`src/rtl/dna_search_loader_pkg.sv`:
```
// dna_pkg: nucleotide bp codes, loader state encoding and ASCII-to-bp helper.
package dna_pkg;

    localparam logic [3:0] BP_A = 4'b1000;
    localparam logic [3:0] BP_C = 4'b0100;
    localparam logic [3:0] BP_G = 4'b0010;
    localparam logic [3:0] BP_T = 4'b0001;
    localparam logic [3:0] BP_R = 4'b1010;
    localparam logic [3:0] BP_Y = 4'b0101;
    localparam logic [3:0] BP_N = 4'b1111;

    typedef enum logic [5:0] {
        ST_LOAD      = 6'b000001,
        ST_DRAIN     = 6'b000010,
        ST_LAUNCH    = 6'b000100,
        ST_WAIT_DONE = 6'b001000,
        ST_RESULT    = 6'b010000,
        ST_RECOVER   = 6'b100000
    } state_e;

    // Returns {valid, code}; unknown characters give {0, 4'b0000}.
    function automatic logic [4:0] ascii_to_bp(input logic [7:0] ch);
        logic [4:0] r;
        case (ch)
            8'h41, 8'h61: r = {1'b1, BP_A};
            8'h43, 8'h63: r = {1'b1, BP_C};
            8'h47, 8'h67: r = {1'b1, BP_G};
            8'h54, 8'h74: r = {1'b1, BP_T};
            8'h52, 8'h72: r = {1'b1, BP_R};
            8'h59, 8'h79: r = {1'b1, BP_Y};
            8'h4E, 8'h6E: r = {1'b1, BP_N};
            default:      r = 5'b0_0000;
        endcase
        return r;
    endfunction

endpackage

```
`src/rtl/dna_search_loader_if.sv`:
```
// dna_search_loader_if: character stream into the loader and result handshake out of it.
// master = upstream producer / result consumer, slave = the loader.
interface dna_search_loader_if #(
    parameter int OLN = 5
) ();
    logic           s_valid;
    logic           s_ready;
    logic [7:0]     s_data;
    logic           s_last;
    logic           res_valid;
    logic           res_ready;
    logic           res_found;
    logic [OLN-1:0] res_location;
    logic           res_error;

    modport master (
        output s_valid, s_data, s_last, res_ready,
        input  s_ready, res_valid, res_found, res_location, res_error
    );

    modport slave (
        input  s_valid, s_data, s_last, res_ready,
        output s_ready, res_valid, res_found, res_location, res_error
    );
endinterface

```
`src/rtl/dna_search_loader_encoder.sv`:
```
// dna_ascii_encoder: combinational ASCII nucleotide to one-hot bp code with validity flag.
module dna_ascii_encoder
    import dna_pkg::*;
(
    input  logic [7:0] ch,
    output logic       valid,
    output logic [3:0] bp
);

    // Case-insensitive lookup; invalid characters encode as 0000.
    always_comb begin
        {valid, bp} = ascii_to_bp(ch);
    end

endmodule

```
`src/rtl/dna_search_loader.sv`:
```
// dna_search_loader: packs an ASCII record into query/target bp vectors, launches one
// search, returns the result on a handshake and re-arms the searcher.
// Optional build macro DNA_SEARCH_TIMEOUT_EN adds a watchdog on the searcher DONE wait.
//
// state     | meaning
// ----------+-------------------------------------------------------------
// LOAD      | accepting chars, shifting codes into smallSeq then bigSeq
// DRAIN     | record overran its length; discard chars up to s_last
// LAUNCH    | one cycle: pulse srch_START, or skip search on error
// WAIT_DONE | waiting for searcher DONE (or watchdog expiry)
// RESULT    | res_valid high, fields held until res_ready
// RECOVER   | one cycle: searcher held in reset, datapath cleared
module dna_search_loader
    import dna_pkg::*;
#(
    parameter int BIG_SEQ_SIZE            = 32,
    parameter int SMALL_SEQ_SIZE          = 8,
    parameter int OUTER_LOCATION_NUM_SIZE = 5,
    parameter int TIMEOUT_CYCLES          = 1024
) (
    input  logic                               CLK,
    input  logic                               RST,
    dna_search_loader_if.slave                 bus,
    output logic [BIG_SEQ_SIZE-1:0]            bigSeq,
    output logic [SMALL_SEQ_SIZE-1:0]          smallSeq,
    output logic [OUTER_LOCATION_NUM_SIZE-1:0] startIndex,
    output logic                               srch_START,
    output logic                               srch_RST,
    input  logic                               srch_DONE,
    input  logic                               srch_found,
    input  logic [OUTER_LOCATION_NUM_SIZE-1:0] srch_location
);

    localparam int BIG_BP   = BIG_SEQ_SIZE / 4;
    localparam int SMALL_BP = SMALL_SEQ_SIZE / 4;
    localparam int TOTAL_BP = SMALL_BP + BIG_BP;
    localparam int CNT_W    = $clog2(TOTAL_BP + 1);
    localparam int OLN      = OUTER_LOCATION_NUM_SIZE;

    state_e                    state_q, state_d;
    logic [CNT_W-1:0]          cnt_q, cnt_d;
    logic                      err_q, err_d;
    logic [SMALL_SEQ_SIZE-1:0] small_q, small_d;
    logic [BIG_SEQ_SIZE-1:0]   big_q, big_d;
    logic                      s_ready_q, s_ready_d;
    logic                      srch_rst_q, srch_rst_d;
    logic                      res_found_q, res_found_d;
    logic [OLN-1:0]            res_location_q, res_location_d;
    logic                      res_error_q, res_error_d;

    logic                      enc_valid;
    logic [3:0]                enc_bp;
    logic                      accept;
    logic [CNT_W-1:0]          cnt_inc;
    logic                      last_slot;
    logic                      wdog_expired;

    dna_ascii_encoder u_enc (
        .ch    (bus.s_data),
        .valid (enc_valid),
        .bp    (enc_bp)
    );

    assign accept    = bus.s_valid && s_ready_q;
    assign cnt_inc   = cnt_q + CNT_W'(1);
    assign last_slot = (cnt_inc == CNT_W'(TOTAL_BP));

`ifdef DNA_SEARCH_TIMEOUT_EN
    // Down-counter reloaded outside a search; it starts decrementing in the launch cycle
    // so the error result appears TIMEOUT_CYCLES cycles after the START pulse.
    localparam logic [15:0] WDOG_LOAD = 16'(TIMEOUT_CYCLES - 1);

    logic [15:0] wdog_q, wdog_d;

    // Watchdog next value.
    always_comb begin
        wdog_d = WDOG_LOAD;
        if (state_q == ST_LAUNCH || state_q == ST_WAIT_DONE) begin
            wdog_d = wdog_q - 16'd1;
        end
    end

    // Watchdog register.
    always_ff @(posedge CLK) begin
        if (RST) begin
            wdog_q <= WDOG_LOAD;
        end else begin
            wdog_q <= wdog_d;
        end
    end

    assign wdog_expired = (state_q == ST_WAIT_DONE) && (wdog_q == 16'd0);
`else
    logic [15:0] unused_timeout;
    assign unused_timeout = 16'(TIMEOUT_CYCLES);
    assign wdog_expired   = 1'b0;
`endif

    // State and datapath registers.
    always_ff @(posedge CLK) begin
        if (RST) begin
            state_q        <= ST_LOAD;
            cnt_q          <= '0;
            err_q          <= 1'b0;
            small_q        <= '0;
            big_q          <= '0;
            s_ready_q      <= 1'b0;
            srch_rst_q     <= 1'b0;
            res_found_q    <= 1'b0;
            res_location_q <= '0;
            res_error_q    <= 1'b0;
        end else begin
            state_q        <= state_d;
            cnt_q          <= cnt_d;
            err_q          <= err_d;
            small_q        <= small_d;
            big_q          <= big_d;
            s_ready_q      <= s_ready_d;
            srch_rst_q     <= srch_rst_d;
            res_found_q    <= res_found_d;
            res_location_q <= res_location_d;
            res_error_q    <= res_error_d;
        end
    end

    // Next-state logic.
    always_comb begin
        state_d = state_q;
        case (state_q)
            ST_LOAD: begin
                if (accept) begin
                    if (bus.s_last) begin
                        state_d = ST_LAUNCH;
                    end else if (last_slot) begin
                        state_d = ST_DRAIN;
                    end
                end
            end
            ST_DRAIN: begin
                if (accept && bus.s_last) begin
                    state_d = ST_LAUNCH;
                end
            end
            ST_LAUNCH:    state_d = err_q ? ST_RESULT : ST_WAIT_DONE;
            ST_WAIT_DONE: begin
                if (srch_DONE || wdog_expired) begin
                    state_d = ST_RESULT;
                end
            end
            ST_RESULT: begin
                if (bus.res_ready) begin
                    state_d = ST_RECOVER;
                end
            end
            ST_RECOVER:   state_d = ST_LOAD;
            default:      state_d = ST_LOAD;
        endcase
    end

    // Datapath and registered-output next values.
    always_comb begin
        cnt_d          = cnt_q;
        err_d          = err_q;
        small_d        = small_q;
        big_d          = big_q;
        res_found_d    = res_found_q;
        res_location_d = res_location_q;
        res_error_d    = res_error_q;
        s_ready_d      = (state_d == ST_LOAD) || (state_d == ST_DRAIN);
        srch_rst_d     = (state_d != ST_RECOVER);

        case (state_q)
            ST_LOAD: begin
                if (accept) begin
                    if (cnt_q < CNT_W'(SMALL_BP)) begin
                        small_d = {small_q[SMALL_SEQ_SIZE-5:0], enc_bp};
                    end else begin
                        big_d = {big_q[BIG_SEQ_SIZE-5:0], enc_bp};
                    end
                    cnt_d = cnt_inc;
                    // Bad char, early s_last, or a full record missing s_last.
                    if (!enc_valid || (bus.s_last != last_slot)) begin
                        err_d = 1'b1;
                    end
                end
            end
            ST_LAUNCH: begin
                if (err_q) begin
                    res_found_d    = 1'b0;
                    res_location_d = '0;
                    res_error_d    = 1'b1;
                end
            end
            ST_WAIT_DONE: begin
                if (srch_DONE) begin
                    res_found_d    = srch_found;
                    res_location_d = srch_location;
                    res_error_d    = 1'b0;
                end else if (wdog_expired) begin
                    res_found_d    = 1'b0;
                    res_location_d = '0;
                    res_error_d    = 1'b1;
                end
            end
            ST_RECOVER: begin
                cnt_d   = '0;
                err_d   = 1'b0;
                small_d = '0;
                big_d   = '0;
            end
            default: ;
        endcase
    end

    // Combinational outputs; RST also drops srch_RST immediately to abort the searcher.
    always_comb begin
        srch_START       = (state_q == ST_LAUNCH) && !err_q;
        srch_RST         = srch_rst_q && !RST;
        bus.s_ready      = s_ready_q;
        bus.res_valid    = (state_q == ST_RESULT);
        bus.res_found    = res_found_q;
        bus.res_location = res_location_q;
        bus.res_error    = res_error_q;
        bigSeq           = big_q;
        smallSeq         = small_q;
        startIndex       = OLN'(BIG_SEQ_SIZE - 1);
    end

endmodule

```
`src/flat_wrapper.sv`:
```
// flat-port wrapper written by rule: the top's interface ports become plain ports
module dna_search_loader_flat import dna_pkg::*;
#(
    parameter int BIG_SEQ_SIZE            = 32,
    parameter int SMALL_SEQ_SIZE          = 8,
    parameter int OUTER_LOCATION_NUM_SIZE = 5,
    parameter int TIMEOUT_CYCLES          = 1024
)
  (CLK, RST, bigSeq, smallSeq, startIndex, srch_START, srch_RST, srch_DONE, srch_found, srch_location, bus_s_valid, bus_s_data, bus_s_last, bus_res_ready, bus_s_ready, bus_res_valid, bus_res_found, bus_res_location, bus_res_error);
  dna_search_loader_if #(.OLN((5))) bus_i ();
  input  logic CLK;
  input  logic RST;
  output logic [BIG_SEQ_SIZE-1:0] bigSeq;
  output logic [SMALL_SEQ_SIZE-1:0] smallSeq;
  output logic [OUTER_LOCATION_NUM_SIZE-1:0] startIndex;
  output logic srch_START;
  output logic srch_RST;
  input  logic srch_DONE;
  input  logic srch_found;
  input  logic [OUTER_LOCATION_NUM_SIZE-1:0] srch_location;
  input wire logic [$bits(bus_i.s_valid)-1:0] bus_s_valid;
  input wire logic [$bits(bus_i.s_data)-1:0] bus_s_data;
  input wire logic [$bits(bus_i.s_last)-1:0] bus_s_last;
  input wire logic [$bits(bus_i.res_ready)-1:0] bus_res_ready;
  output wire logic [$bits(bus_i.s_ready)-1:0] bus_s_ready;
  output wire logic [$bits(bus_i.res_valid)-1:0] bus_res_valid;
  output wire logic [$bits(bus_i.res_found)-1:0] bus_res_found;
  output wire logic [$bits(bus_i.res_location)-1:0] bus_res_location;
  output wire logic [$bits(bus_i.res_error)-1:0] bus_res_error;
  assign bus_i.s_valid = bus_s_valid;
  assign bus_i.s_data = bus_s_data;
  assign bus_i.s_last = bus_s_last;
  assign bus_i.res_ready = bus_res_ready;
  assign bus_s_ready = bus_i.s_ready;
  assign bus_res_valid = bus_i.res_valid;
  assign bus_res_found = bus_i.res_found;
  assign bus_res_location = bus_i.res_location;
  assign bus_res_error = bus_i.res_error;
  dna_search_loader #(.BIG_SEQ_SIZE(BIG_SEQ_SIZE), .SMALL_SEQ_SIZE(SMALL_SEQ_SIZE), .OUTER_LOCATION_NUM_SIZE(OUTER_LOCATION_NUM_SIZE), .TIMEOUT_CYCLES(TIMEOUT_CYCLES)) u_core (.CLK(CLK), .RST(RST), .bus(bus_i), .bigSeq(bigSeq), .smallSeq(smallSeq), .startIndex(startIndex), .srch_START(srch_START), .srch_RST(srch_RST), .srch_DONE(srch_DONE), .srch_found(srch_found), .srch_location(srch_location));
endmodule
```
`config.mk`:
```
export PLATFORM = sky130hd
export DESIGN_NAME = dna_search_loader_flat
export DESIGN_NICKNAME = d
export VERILOG_FILES = /design/src/rtl/dna_search_loader_pkg.sv /design/src/rtl/dna_search_loader_if.sv /design/src/rtl/dna_search_loader_encoder.sv /design/src/rtl/dna_search_loader.sv /design/src/flat_wrapper.sv
export SDC_FILE = /design/constraint.sdc
export NUM_CORES = 1
export LEC_CHECK = 0
export ABC_AREA = 1
export CAP_MARGIN = 20
export CORE_ASPECT_RATIO = 0.8
export CORE_UTILIZATION = 26
export CTS_BUF_LIST = sky130_fd_sc_hd__clkbuf_8
export DETAILED_ROUTE_END_ITERATION = 8
export GPL_TIMING_DRIVEN = 0
export PLACE_DENSITY = 0.48
export SETUP_SLACK_MARGIN = 0.2
export SLEW_MARGIN = 20
export SYNTH_ARGS = -nofsm -noshare
export SYNTH_HDL_FRONTEND = slang
export SYNTH_HIERARCHICAL = 1
export SYNTH_SLANG_ARGS = --single-unit
```
`constraint.sdc`:
```
create_clock -name CLK -period 1.8 [get_ports CLK]
set_input_delay 0.45 -clock CLK [delete_from_list [all_inputs] [get_ports CLK]]
set_output_delay 0.45 -clock CLK [all_outputs]
set_load 0.02 [all_outputs]
```
-- Word level (Yosys, flattened, before mapping)
Cells that the tools add are included.
- bits in registers: 60
- input bits: 20
- logic and storage cells: 95
- output and inout bits: 56
- muxes and demuxes: 29
- reduce and logical (&&, ||, !) cells: 23
- add/subtract/negate cells: 1
- equal/unequal tests: 31
- order comparisons: 1
- operators by type and width (operator ; number):
    8-bit by 7-bit equality test with 1-bit output, second input constant ; 14
    32-bit two-way mux ; 2
    32-bit one-hot mux with 2 select lines ; 1
    6-bit two-way mux ; 6
    5-bit one-hot mux with 7 select lines ; 1
    6-bit one-hot mux with 5 select lines ; 1
    8-bit two-way mux ; 2
    8-bit one-hot mux with 2 select lines ; 1
    5-bit two-way mux ; 3
    2-bit OR reduction ; 7
    6-bit by 1-bit equality test with 1-bit output, second input constant ; 2
    6-bit by 2-bit equality test with 1-bit output, second input constant ; 2
    3-bit AND reduction ; 4
    5-bit one-hot mux with 2 select lines ; 1
    2-bit by 1-bit != test with 1-bit output, second input constant ; 4
    4-bit one-hot mux with 2 select lines ; 1
    6-bit by 3-bit equality test with 1-bit output, second input constant ; 1
    6-bit by 4-bit equality test with 1-bit output, second input constant ; 1
    6-bit by 5-bit equality test with 1-bit output, second input constant ; 1
    6-bit equality test, second input constant ; 1
    1-bit two-way mux ; 6
    6-bit != test, second input constant ; 1
    1-bit one-hot mux with 2 select lines ; 3
    4-bit by 1-bit adder with 4-bit output, second input constant ; 1
    10 further kinds ; 18

-- Longest topological paths before layout
- word-level depth: 8
- gate-level depth with buffers: 12
- gate-level depth less buffers: 12

-- Modules after synthesis
The synthesis kept the hierarchy.
- by module, submodules not included (module ; seq. area each (um^2) ; area an instance (um^2) ; cells an instance ; times used):
    dna_search_loader ; 1201.2 ; 2646.3 ; 350 ; 1
    dna_ascii_encoder ; 0.0 ; 178.9 ; 40 ; 1

-- Worst setup path after synthesis
OpenSTA, ideal clock, no wires.
- kind: in2out
- from: in RST
- to: out srch_RST
- path buffers: 2
- data required time: 1.350 ns
- arrival: 1.163 ns
- setup slack: 0.187 ns
- stages on the path: 3
- cells stage by stage: clkbuf_1 -> clkbuf_1 -> nor2_1
- word-level cells in the longest chain between the ends: 2
- ends and longest elaborated chain (item ; line ; text):
    start: declaration ; flat_wrapper.sv:12 ; input logic RST;
    1-bit zero test ; dna_search_loader.sv:218 ; srch_RST = srch_rst_q && !RST;
    1-bit logical AND ; dna_search_loader.sv:218 ;
    end: declaration ; flat_wrapper.sv:17 ; output logic srch_RST;
Every way passes these cells.

-- Final worst setup path
- from: reg u_core.state_q[2]
- to: out bus_res_valid
- word-level cells in the longest chain between the ends: 1
- ends and longest elaborated chain (item ; line ; text):
    start: declaration ; dna_search_loader.sv:40 ; state_e state_q, state_d;
    start signal: assignment ; dna_search_loader.sv:113 ; state_q <= state_d;
    6-bit by 5-bit equality test with 1-bit output ; dna_search_loader.sv:220 ; bus.res_valid = (state_q == ST_RESULT);
    end: declaration ; flat_wrapper.sv:26 ; output wire logic [$bits(bus_i.res_valid)-1:0] bus_res_valid;
Every way passes these cells.

==> results by group <==
Critical path
  • Top Family by Delay on Critical Path: flip-flops
  • Data arrival time of the critical path: 1.25 ns
  • Critical path fanouts, max: 3
  • Crit path cell chain: inv_4 > nand2_2 > nor2_4 > nand2_2 > inv_2 > buf_6
  • Worst Path Required: 1.35 ns
  • CP bufs+invs: 3
  • Crit start category: flop
  • Crit-path most repeated cell: nand2_2
  • Max stage delay on crit path: 0.37 ns
  • Crit. End Element: primary output
  • Critical path class: reg -> out
  • Slowest CP cell: dfxtp_4

STA
  • Max Slew Vio Count: 0
  • Final period util: 0.9418
  • Final setup fails: 0
  • Final Hold Viols: 0
  • RSZ-0062 raised after global routing: yes
  • Relative slew slack: 0.5075
  • Fmax achieved: 589.9 MHz
  • Fin crit period: 1.695 ns
  • Skew final: 0.009592 ns
  • Least-Margin Pin Slew: 0.7387 ns
  • Fin Setup TNS: 0 ns

Logic synthesis
  • FFs w/ async S/R, synth: 0
  • Top-area cell type share of the netlist area: 0.4252
  • Multiplexer area fraction after synthesis: 0
  • Post-synthesis compound-gate area fraction: 0.1209
  • Number of synthesis warnings: 6
  • Sequential share of the synthesized area: 0.4252
  • Number of enable flip-flop cells after synthesis: 0
  • Synthesis-stage register bit count: 60
  • Post-synth top flop: dfxtp_1
  • Netlist Area Pre-Place: 2825 um^2
  • Distinct cells, synth: 31
  • Synth Area in Adders: 0.008857
  • Syn Area/Cell: 7.244 um^2
  • Simple-gate share of the synthesized area: 0.3423
  • Area leader, netlist: dfxtp_1
  • Synth Instances: 390
  • Largest family of logic cells by synthesized area: simple AND/OR/NAND/NOR gates
  • Synth top area cells: dfxtp_1 (43%), nand2_1 (13%), nand3_1 (9.2%)
  • XOR/XNOR share of the synthesized area: 0

Clock tree
  • Root buffer cell: clkbuf_8
  • Clk slew on worst S/H paths: 0.08 ns
  • Cts bufs inserted: 9
  • CTS H-tree depth: 3
  • Clk_lat worst skew: 0.34 ns
  • CTS Sinks: 60
  • CTS tree: done
  • Clock buffer depth: 2

Finish
  • Diodes inserted: 0
  • Most frequent cells in the layout: nand2_1 (76), dfxtp_1 (53), dlygate4sd2_1 (48)
  • Leading cell type in the layout, fill and taps excluded: nand2_1
  • Share of layout cells above drive strength 1: 0.3208
  • Area Overhead vs Synth: 55.45%
  • Nets: 522
  • Util after Layout: 0.4221

Route
  • Drt wl/cell: 13.35 um
  • Drt pass-1 iters: 4
  • DRT antenna net count: 0
  • # DRC: 0
  • WL final: 8.609 mm
  • DR iter-0 viols: 109
  • Vias per inst: 4.493
  • Via count: 2898

Pwr
  • P_leak: 2.056 nW
  • PD cells: 701.4 nW/um^2
  • Worst VDD drop: 0.3708 mV

Die
  • I/O pin count: 76
  • Starting Density: 0.2715
  • Die Y: 95.24 um
  • Die W: 118.5 um
  • Core Rows: 33
  • Core ar.: 10410 um^2
  • Die ar.: 11290 um^2

Place
  • Gpl congestion: 0.7594
  • Port bufs: 68
  • Final HPWL DP: 5.709 mm

GRT
  • First-pass GRT wire length: 13.09 mm
  • Number of global-route vias before repair: 2712
  • Largest net degree at the start of global routing: 13
  • Initial antenna violation count: 0
  • Gr usage total: 0.1482
  • GRT Residual Overflow: 0

Run
  • MaxCap Viol Count: 0

Min path
  • Hold WC Path Type: in -> reg

Outcome
  • Status: completed
-- cell type report --
cell class / instances / area [um^2]
Buffer: 21 / 180.2
Clock buffer: 9 / 123.9
Clock inverter: 7 / 76.32
Fill cell: 1119 / 6013
Inverter: 39 / 151.4
Multi-Input combinational cell: 275 / 1604
Sequential cell: 60 / 1217
Tap cell: 140 / 175.2
Timing Repair Buffer: 94 / 863.3
-- Yosys cell counts, types with 2 or more instances --
| cell | count |
|---|---|
| nand2_1 | 101 |
| dfxtp_1 | 60 |
| nand3_1 | 52 |
| a21oi_1 | 40 |
| inv_1 | 35 |
| nor2_1 | 34 |
| a21oi_2 | 10 |
| buf_4 | 7 |
| clkbuf_1 | 5 |
| nand4_1 | 5 |
| buf_2 | 4 |
| buf_6 | 4 |
| nand2_2 | 4 |
| nor2_4 | 4 |
| inv_2 | 3 |
| o21ai_0 | 3 |
| ha_1 | 2 |
| nor2_2 | 2 |
| nor3_1 | 2 |
| o21a_1 | 2 |
-- final timing paths --
check	from	end	slack (ns)	cells after the start
max	u_core/state_q[2]	bus_res_valid	0.10	6
min reg2reg	u_core/smallSeq[5]	u_core/smallSeq[5]	0.46	2
max reg2reg	u_core/state_q[3]	u_core/bigSeq[14]	0.16	9
min	RST	u_core/bigSeq[23]	0.41	2
-- layer usage --
metal / up-vias / track usage / wire length (um)
met3: 8 / 0.04725 / 455
li1: 1471 / - / -
met1: 1349 / 0.1955 / 4285
met2: 70 / 0.2378 / 3794
met4: 0 / 0.03059 / 74
met5: - / 0 / 0
-- kinds of logic (layout without fill, tap and decap cells) --
group | after synthesis | after routing
compound gates | 57 | 57
flops | 60 | 60
simple gates | 210 | 211
other cells | 1 | 5
buf+inv | 60 | 170
fa+ha+maj | 2 | 2
-- flip-flops by register name, summed over array words and instances (netlist names) --
name / cells
u_core/state_q: 6
u_core/bus.res_error: 1
u_core/srch_rst_q: 1
u_core/bus.s_ready: 1
u_core/cnt_q: 4
u_core/err_q: 1
u_core/smallSeq: 8
u_core/bus.res_found: 1
u_core/bus.res_location: 5
u_core/bigSeq: 32
-- per-stage QoR --
step	setup WS (ns)	power [mW]	cell area [um^2]	hold slack [ns]	cells
after detailed placement	-0.5232	1.780	3697	0.4543	602
after CTS	0.1220	3.066	4003	0.3832	629
after global routing	0.03654	3.223	4392	0.3911	645
after floorplan	0.2397	1.640	2841	0.4387	394
final	0.1048	3.080	4392	0.4057	645
after global placement	-0.5153	1.777	3697	0.4489	602
-- repair_timing --
item                       CTS  global route
gates resized for setup     92            91
gates cloned                 0             6
pin swaps                    4            35
setup endpoints to repair   95            52
buffers inserted            11            10
hold buffers                 0             0
-- where the power goes --
| group | internal, mW | switching, mW |
|---|---|---|
| Clock | 0.645 | 0.585 |
| Sequential | 1.36 | 0.0345 |
| Combinational | 0.192 | 0.267 |
Note: power is estimated with default switching activity, not from simulation.
